<file path="src/rtl/keyed_fsm_pkg.sv">
// Shared types and constants for the key-locked sequence controller.
// Duplicate states mirror the originals; DUP_MODE picks whether they corrupt.
package keyed_fsm_pkg;

    localparam int STATE_W = 4;

    typedef enum logic [STATE_W-1:0] {
        IDLE   = 4'd0,
        LOAD   = 4'd1,
        RUN    = 4'd2,
        HOLD   = 4'd3,
        DONE   = 4'd4,
        LOAD_D = 4'd5,
        RUN_D  = 4'd6,
        HOLD_D = 4'd7,
        DONE_D = 4'd8
    } state_e;

    localparam logic [1:0] GATE_START = 2'd0;
    localparam logic [1:0] GATE_RUN   = 2'd1;
    localparam logic [1:0] GATE_HOLD  = 2'd2;
    localparam logic [1:0] GATE_DONE  = 2'd3;

    localparam int DUP_EQUIV   = 0;
    localparam int DUP_CORRUPT = 1;

    function automatic logic isDup(state_e s);
        return (s == LOAD_D) || (s == RUN_D) || (s == HOLD_D) || (s == DONE_D);
    endfunction

endpackage

</file>
<file path="src/rtl/key_gate_sel.sv">
// Picks the original or duplicate successor of one key-gated transition.
// Gates at or above KEY_W have no key bit and always take the original.
module key_gate_sel
    import keyed_fsm_pkg::*;
#(
    parameter int         KEY_W       = 4,
    parameter logic [3:0] CORRECT_KEY = 4'b1010
) (
    input  logic [KEY_W-1:0]   keyinput_i,
    input  logic [1:0]         gate_idx_i,
    input  logic [STATE_W-1:0] orig_i,
    input  logic [STATE_W-1:0] dup_i,
    output logic [STATE_W-1:0] next_o
);

    logic [3:0] keyExt;
    logic [3:0] gateExists;
    logic       divert;

    always_comb begin
        keyExt     = '0;
        gateExists = '0;
        for (int i = 0; i < KEY_W; i++) begin
            keyExt[i]     = keyinput_i[i];
            gateExists[i] = 1'b1;
        end
        divert = gateExists[gate_idx_i] & (keyExt[gate_idx_i] ^ CORRECT_KEY[gate_idx_i]);
        next_o = divert ? dup_i : orig_i;
    end

endmodule

</file>
<file path="src/rtl/keyed_seq_ctrl_dup.sv">
// Start/length/pause countdown controller whose transitions are key-locked.
// Wrong key bits divert into duplicate states, which may corrupt cnt_out.
module keyed_seq_ctrl_dup
    import keyed_fsm_pkg::*;
#(
    parameter int         KEY_W        = 4,
    parameter logic [3:0] CORRECT_KEY  = 4'b1010,
    parameter int         CNT_W        = 8,
    parameter int         DUP_MODE     = 0,
    parameter logic [7:0] CORRUPT_MASK = 8'h5A
) (
    input  logic             clk,
    input  logic             rst,
    input  logic [KEY_W-1:0] keyinput,
    input  logic             start,
    input  logic             pause,
    input  logic [CNT_W-1:0] len_in,
    output logic             busy,
    output logic             step,
    output logic             done,
    output logic [CNT_W-1:0] cnt_out
);

    localparam logic [CNT_W-1:0] MASK = CNT_W'(CORRUPT_MASK);
    localparam logic [CNT_W-1:0] ONE  = CNT_W'(1);

    state_e             state_q, state_d;
    logic [CNT_W-1:0]   cnt_q, cnt_d;
    logic [STATE_W-1:0] startNext, runNext, holdNext, doneNext;

    key_gate_sel #(.KEY_W(KEY_W), .CORRECT_KEY(CORRECT_KEY)) uGateStart (
        .keyinput_i(keyinput), .gate_idx_i(GATE_START),
        .orig_i(LOAD), .dup_i(LOAD_D), .next_o(startNext)
    );

    key_gate_sel #(.KEY_W(KEY_W), .CORRECT_KEY(CORRECT_KEY)) uGateRun (
        .keyinput_i(keyinput), .gate_idx_i(GATE_RUN),
        .orig_i(RUN), .dup_i(RUN_D), .next_o(runNext)
    );

    key_gate_sel #(.KEY_W(KEY_W), .CORRECT_KEY(CORRECT_KEY)) uGateHold (
        .keyinput_i(keyinput), .gate_idx_i(GATE_HOLD),
        .orig_i(HOLD), .dup_i(HOLD_D), .next_o(holdNext)
    );

    key_gate_sel #(.KEY_W(KEY_W), .CORRECT_KEY(CORRECT_KEY)) uGateDone (
        .keyinput_i(keyinput), .gate_idx_i(GATE_DONE),
        .orig_i(DONE), .dup_i(DONE_D), .next_o(doneNext)
    );

    always_ff @(posedge clk) begin
        if (rst) begin
            state_q <= IDLE;
            cnt_q   <= '0;
        end else begin
            state_q <= state_d;
            cnt_q   <= cnt_d;
        end
    end

    // Zero count wins over pause, so a paused sequence at zero still finishes.
    always_comb begin
        state_d = state_q;
        cnt_d   = cnt_q;
        case (state_q)
            IDLE: begin
                if (start) state_d = state_e'(startNext);
            end
            LOAD, LOAD_D: begin
                cnt_d   = len_in;
                state_d = state_e'(runNext);
            end
            RUN, RUN_D: begin
                if (cnt_q == '0)  state_d = state_e'(doneNext);
                else if (pause)   state_d = state_e'(holdNext);
                else              cnt_d   = cnt_q - ONE;
            end
            HOLD, HOLD_D: begin
                if (!pause) state_d = state_e'(runNext);
            end
            DONE: state_d = IDLE;
            DONE_D: state_d = (DUP_MODE == DUP_CORRUPT) ? LOAD : IDLE;
            default: begin
                state_d = IDLE;
                cnt_d   = '0;
            end
        endcase
    end

    always_comb begin
        busy    = (state_q == LOAD) || (state_q == RUN) || (state_q == HOLD) ||
                  (state_q == LOAD_D) || (state_q == RUN_D) || (state_q == HOLD_D);
        step    = ((state_q == RUN) || (state_q == RUN_D)) && (cnt_q != '0);
        done    = (state_q == DONE) || (state_q == DONE_D);
        cnt_out = ((DUP_MODE == DUP_CORRUPT) && isDup(state_q)) ? (cnt_q ^ MASK) : cnt_q;
    end

endmodule

</file>
<file path="config.mk">
export PLATFORM = sky130hd
export DESIGN_NAME = keyed_seq_ctrl_dup
export DESIGN_NICKNAME = d
export VERILOG_FILES = /design/src/rtl/keyed_fsm_pkg.sv /design/src/rtl/key_gate_sel.sv /design/src/rtl/keyed_seq_ctrl_dup.sv
export SDC_FILE = /design/constraint.sdc
export NUM_CORES = 1
export LEC_CHECK = 0
export ABC_AREA = 1
export CORE_MARGIN = 2
export CORE_UTILIZATION = 39
export DETAILED_ROUTE_END_ITERATION = 10
export GPL_ROUTABILITY_DRIVEN = 0
export PLACE_DENSITY = 0.68
export SYNTH_ARGS = -nofsm -noshare
export SYNTH_HDL_FRONTEND = slang
export SYNTH_SLANG_ARGS = --single-unit
</file>
<file path="constraint.sdc">
create_clock -name clk -period 2.1 [get_ports clk]
set_clock_uncertainty 0.1 [all_clocks]
set_input_delay 0.315 -clock clk [delete_from_list [all_inputs] [get_ports clk]]
set_output_delay 0.315 -clock clk [all_outputs]
set_load 0.05 [all_outputs]
</file>
==> flow_summary.yaml <==
status:
  status: "completed"
clock_network:
  clkTransAtPathRegs_ps: 80
  clockRootBuffer: "clkbuf_4"
  clk_latency_ps: 270
  h-tree-depth: 1
  postCtsHoldBufs: 0
  cts_buffers: 3
  cts_tree: "done"
  cts_setup_buffers: 0
  clock-sinks: 12
  clockBufferDepth: 2
  ctsResizeCount: 0
logic_synthesis:
  ys_warn_count: 0
  yosysTopAreaCellShare_pct: 26.97
  synth_seq_cells: 12
  yosysSeqAreaShare_pct: 26.97
  synth_top_area_cell: "dfxtp_1"
  synth_cell_types: 20
  async_reset_ff_share_pct: 0
  synthCells: 152
  synth_edf_count: 0
  syn_nets: 170
  syn_area_um2: 890.9
  synth.most_common_cell: "nand2_1"
  ys.flop_type: "dfxtp_1"
  synth_area_per_cell_um2: 5.861
  synth_area_leaders: "dfxtp_1 27%, nand2_1 19%, nor2_1 11%, inv_1 8.0%, nand3_1 5.6%"
  synth_common_cells: "46 x nand2_1, 27 x nor2_1, 19 x inv_1"
layout:
  syn_to_final_growth_pct: 35.95
  fillers: 233
  antenna_cells: 0
  multi_input_area_um2: 536.8
  nNetsFinal: 200
  stdcell_count: 208
  post-route-util_pct: 55.28
  layout-drive-gt1-share_pct: 12.22
  seqCellArea_um2: 240.2
run:
  max_cap_violations: 0
worst_setup_path:
  cp-start-kind: "register"
  arrival_ps: 1540
  worst_ep_required_time_ps: 1680
  rr_worst_depth: 11
  cp_max_fo: 4
  end_kind: "output pin"
  r2r_end: "cnt_out[3]"
  reg2reg_slack_ps: 510
  reg2reg_from: "cnt_out[0]"
  worstSetupPathType: "reg -> out"
floorplan:
  start_util_pct: 40.66
  rows: 17
  die_x_um: 51.80
  core_um2: 2191
  die_y_um: 51.80
  ios: 27
  dieArea_um2: 2683
power_and_ir_drop:
  p_leak_nw: 0.5930
  powerDensity_nw_per_um2: 1470
  ir_worst_vdd_v: 0.0006957
sta:
  slew_violations: 0
  fmax_ghz: 0.5128
  period_needed_ps: 1950
  rsz0062_at_grt: "false"
  period_share_pct: 92.86
  worst_slew_pin_slew_ps: 497.6
  slew_headroom_pct: 66.72
  hold_viol: 0
  setup_violations: 0
  fin_tns_setup_ps: 0
  holdWs_ps: 393.7
place:
  dp_hpwl_um: 1723
  dp.cells: 205
  io_buffers: 26
min_path:
  min_path_cells: 2
  hp-start: "state_q[2]"
  holdPathEnd: "state_q[2]"
  hold_class: "reg -> reg"
drt:
  num_vias: 977
  routedWlPerCell_um: 10.49
  ant_nets: 0
  firstDrtPassIters: 4
  vias_per_cell: 4.697
  first_iter_violations: 7
  drc: 0
  wirelength_um: 2182
global_routing:
  grt_max_degree: 16
  antenna_found_initial: 0
  grt_pass1_wl_um: 3650
  grt_usage_pct: 18.23
  grt_pass1_vias: 900
  grt_overflow: 0
cell usage in the layout (no fill, tap or decap), drive strengths merged, types with 2 or more instances in the layout:
cell type and n:
dfxtp 12, nor2 29, buf 4, clkdlybuf4s50 23, a21oi 6, inv 23, nand3 11, o21ai 12
nand2 50, clkbuf 3, ha 2, nand4 2
critical path, stage by stage (launching register included):
cell     delay, ps
dfxtp_1        320
inv_1          120
ha_1           190
inv_1           40
nor2_1         160
nand2_2        100
nand2_1        110
inv_1           80
buf_12         150
final cells by class:
type                       instances  share of cell area, %
clock buffer                       3                  1.860
tap                               28                  2.893
timing repair buffer              27                  23.55
sequential                        12                  19.83
inverter                          24                  7.541
multi-input combinational        114                  44.32
report_power, final:
part	internal, mW	leakage (nW)	switching (mW)
registers	0.297	0.0987	0.0716
clock network	0.0663	0.0138	0.0802
logic	0.447	0.480	0.818
total	0.810	0.593	0.970
worst max path at each step:
stage,startpoint,to,slack [ps],depth (start not counted)
2_1_floorplan,cnt_out[0],step,100,7
3_3_place_gp,pause,state_q[2],430,8
3_5_place_dp,pause,state_q[2],430,8
4_1_cts,cnt_out[0],step,140,8
5_1_grt,cnt_out[0],step,20,8
6_report,cnt_out[0],step,150,8
cell families (layout without fill, tap and decap cells):
family | count (synthesis) | count (layout) | share of synthesized area [%]
flip-flops | 12 | 12 | 26.97
AND/OR/NAND/NOR | 94 | 94 | 46.49
adder cells (fa/ha/maj) | 2 | 2 | 2.809
buffers and inverters | 26 | 54 | 12.78
AO/OA/AOI/OAI | 18 | 18 | 10.95
registers in the layout (all words and copies together), names as in the netlist:
register	count
state_q	4
cnt_out	8
per-stage QoR:
stage          power, mW  setup slack [ps]  cell area (um2)
3_3_place_gp       1.628             432.2             1189
6_report           1.781             149.9             1211
4_1_cts            1.800             138.1             1211
2_1_floorplan      1.321             101.2            890.9
3_5_place_dp       1.643             434.7             1189
5_1_grt            1.948             23.85             1211
routing by layer:
| metal | wire [um] | GRT usage [%] |
|---|---|---|
| met5 | 0 | 0 |
| met4 | 26 | 8.772 |
| met3 | 66 | 2.011 |
| met2 | 1069 | 32.26 |
| met1 | 1020 | 21.79 |
(Power assumes the default switching activity.)
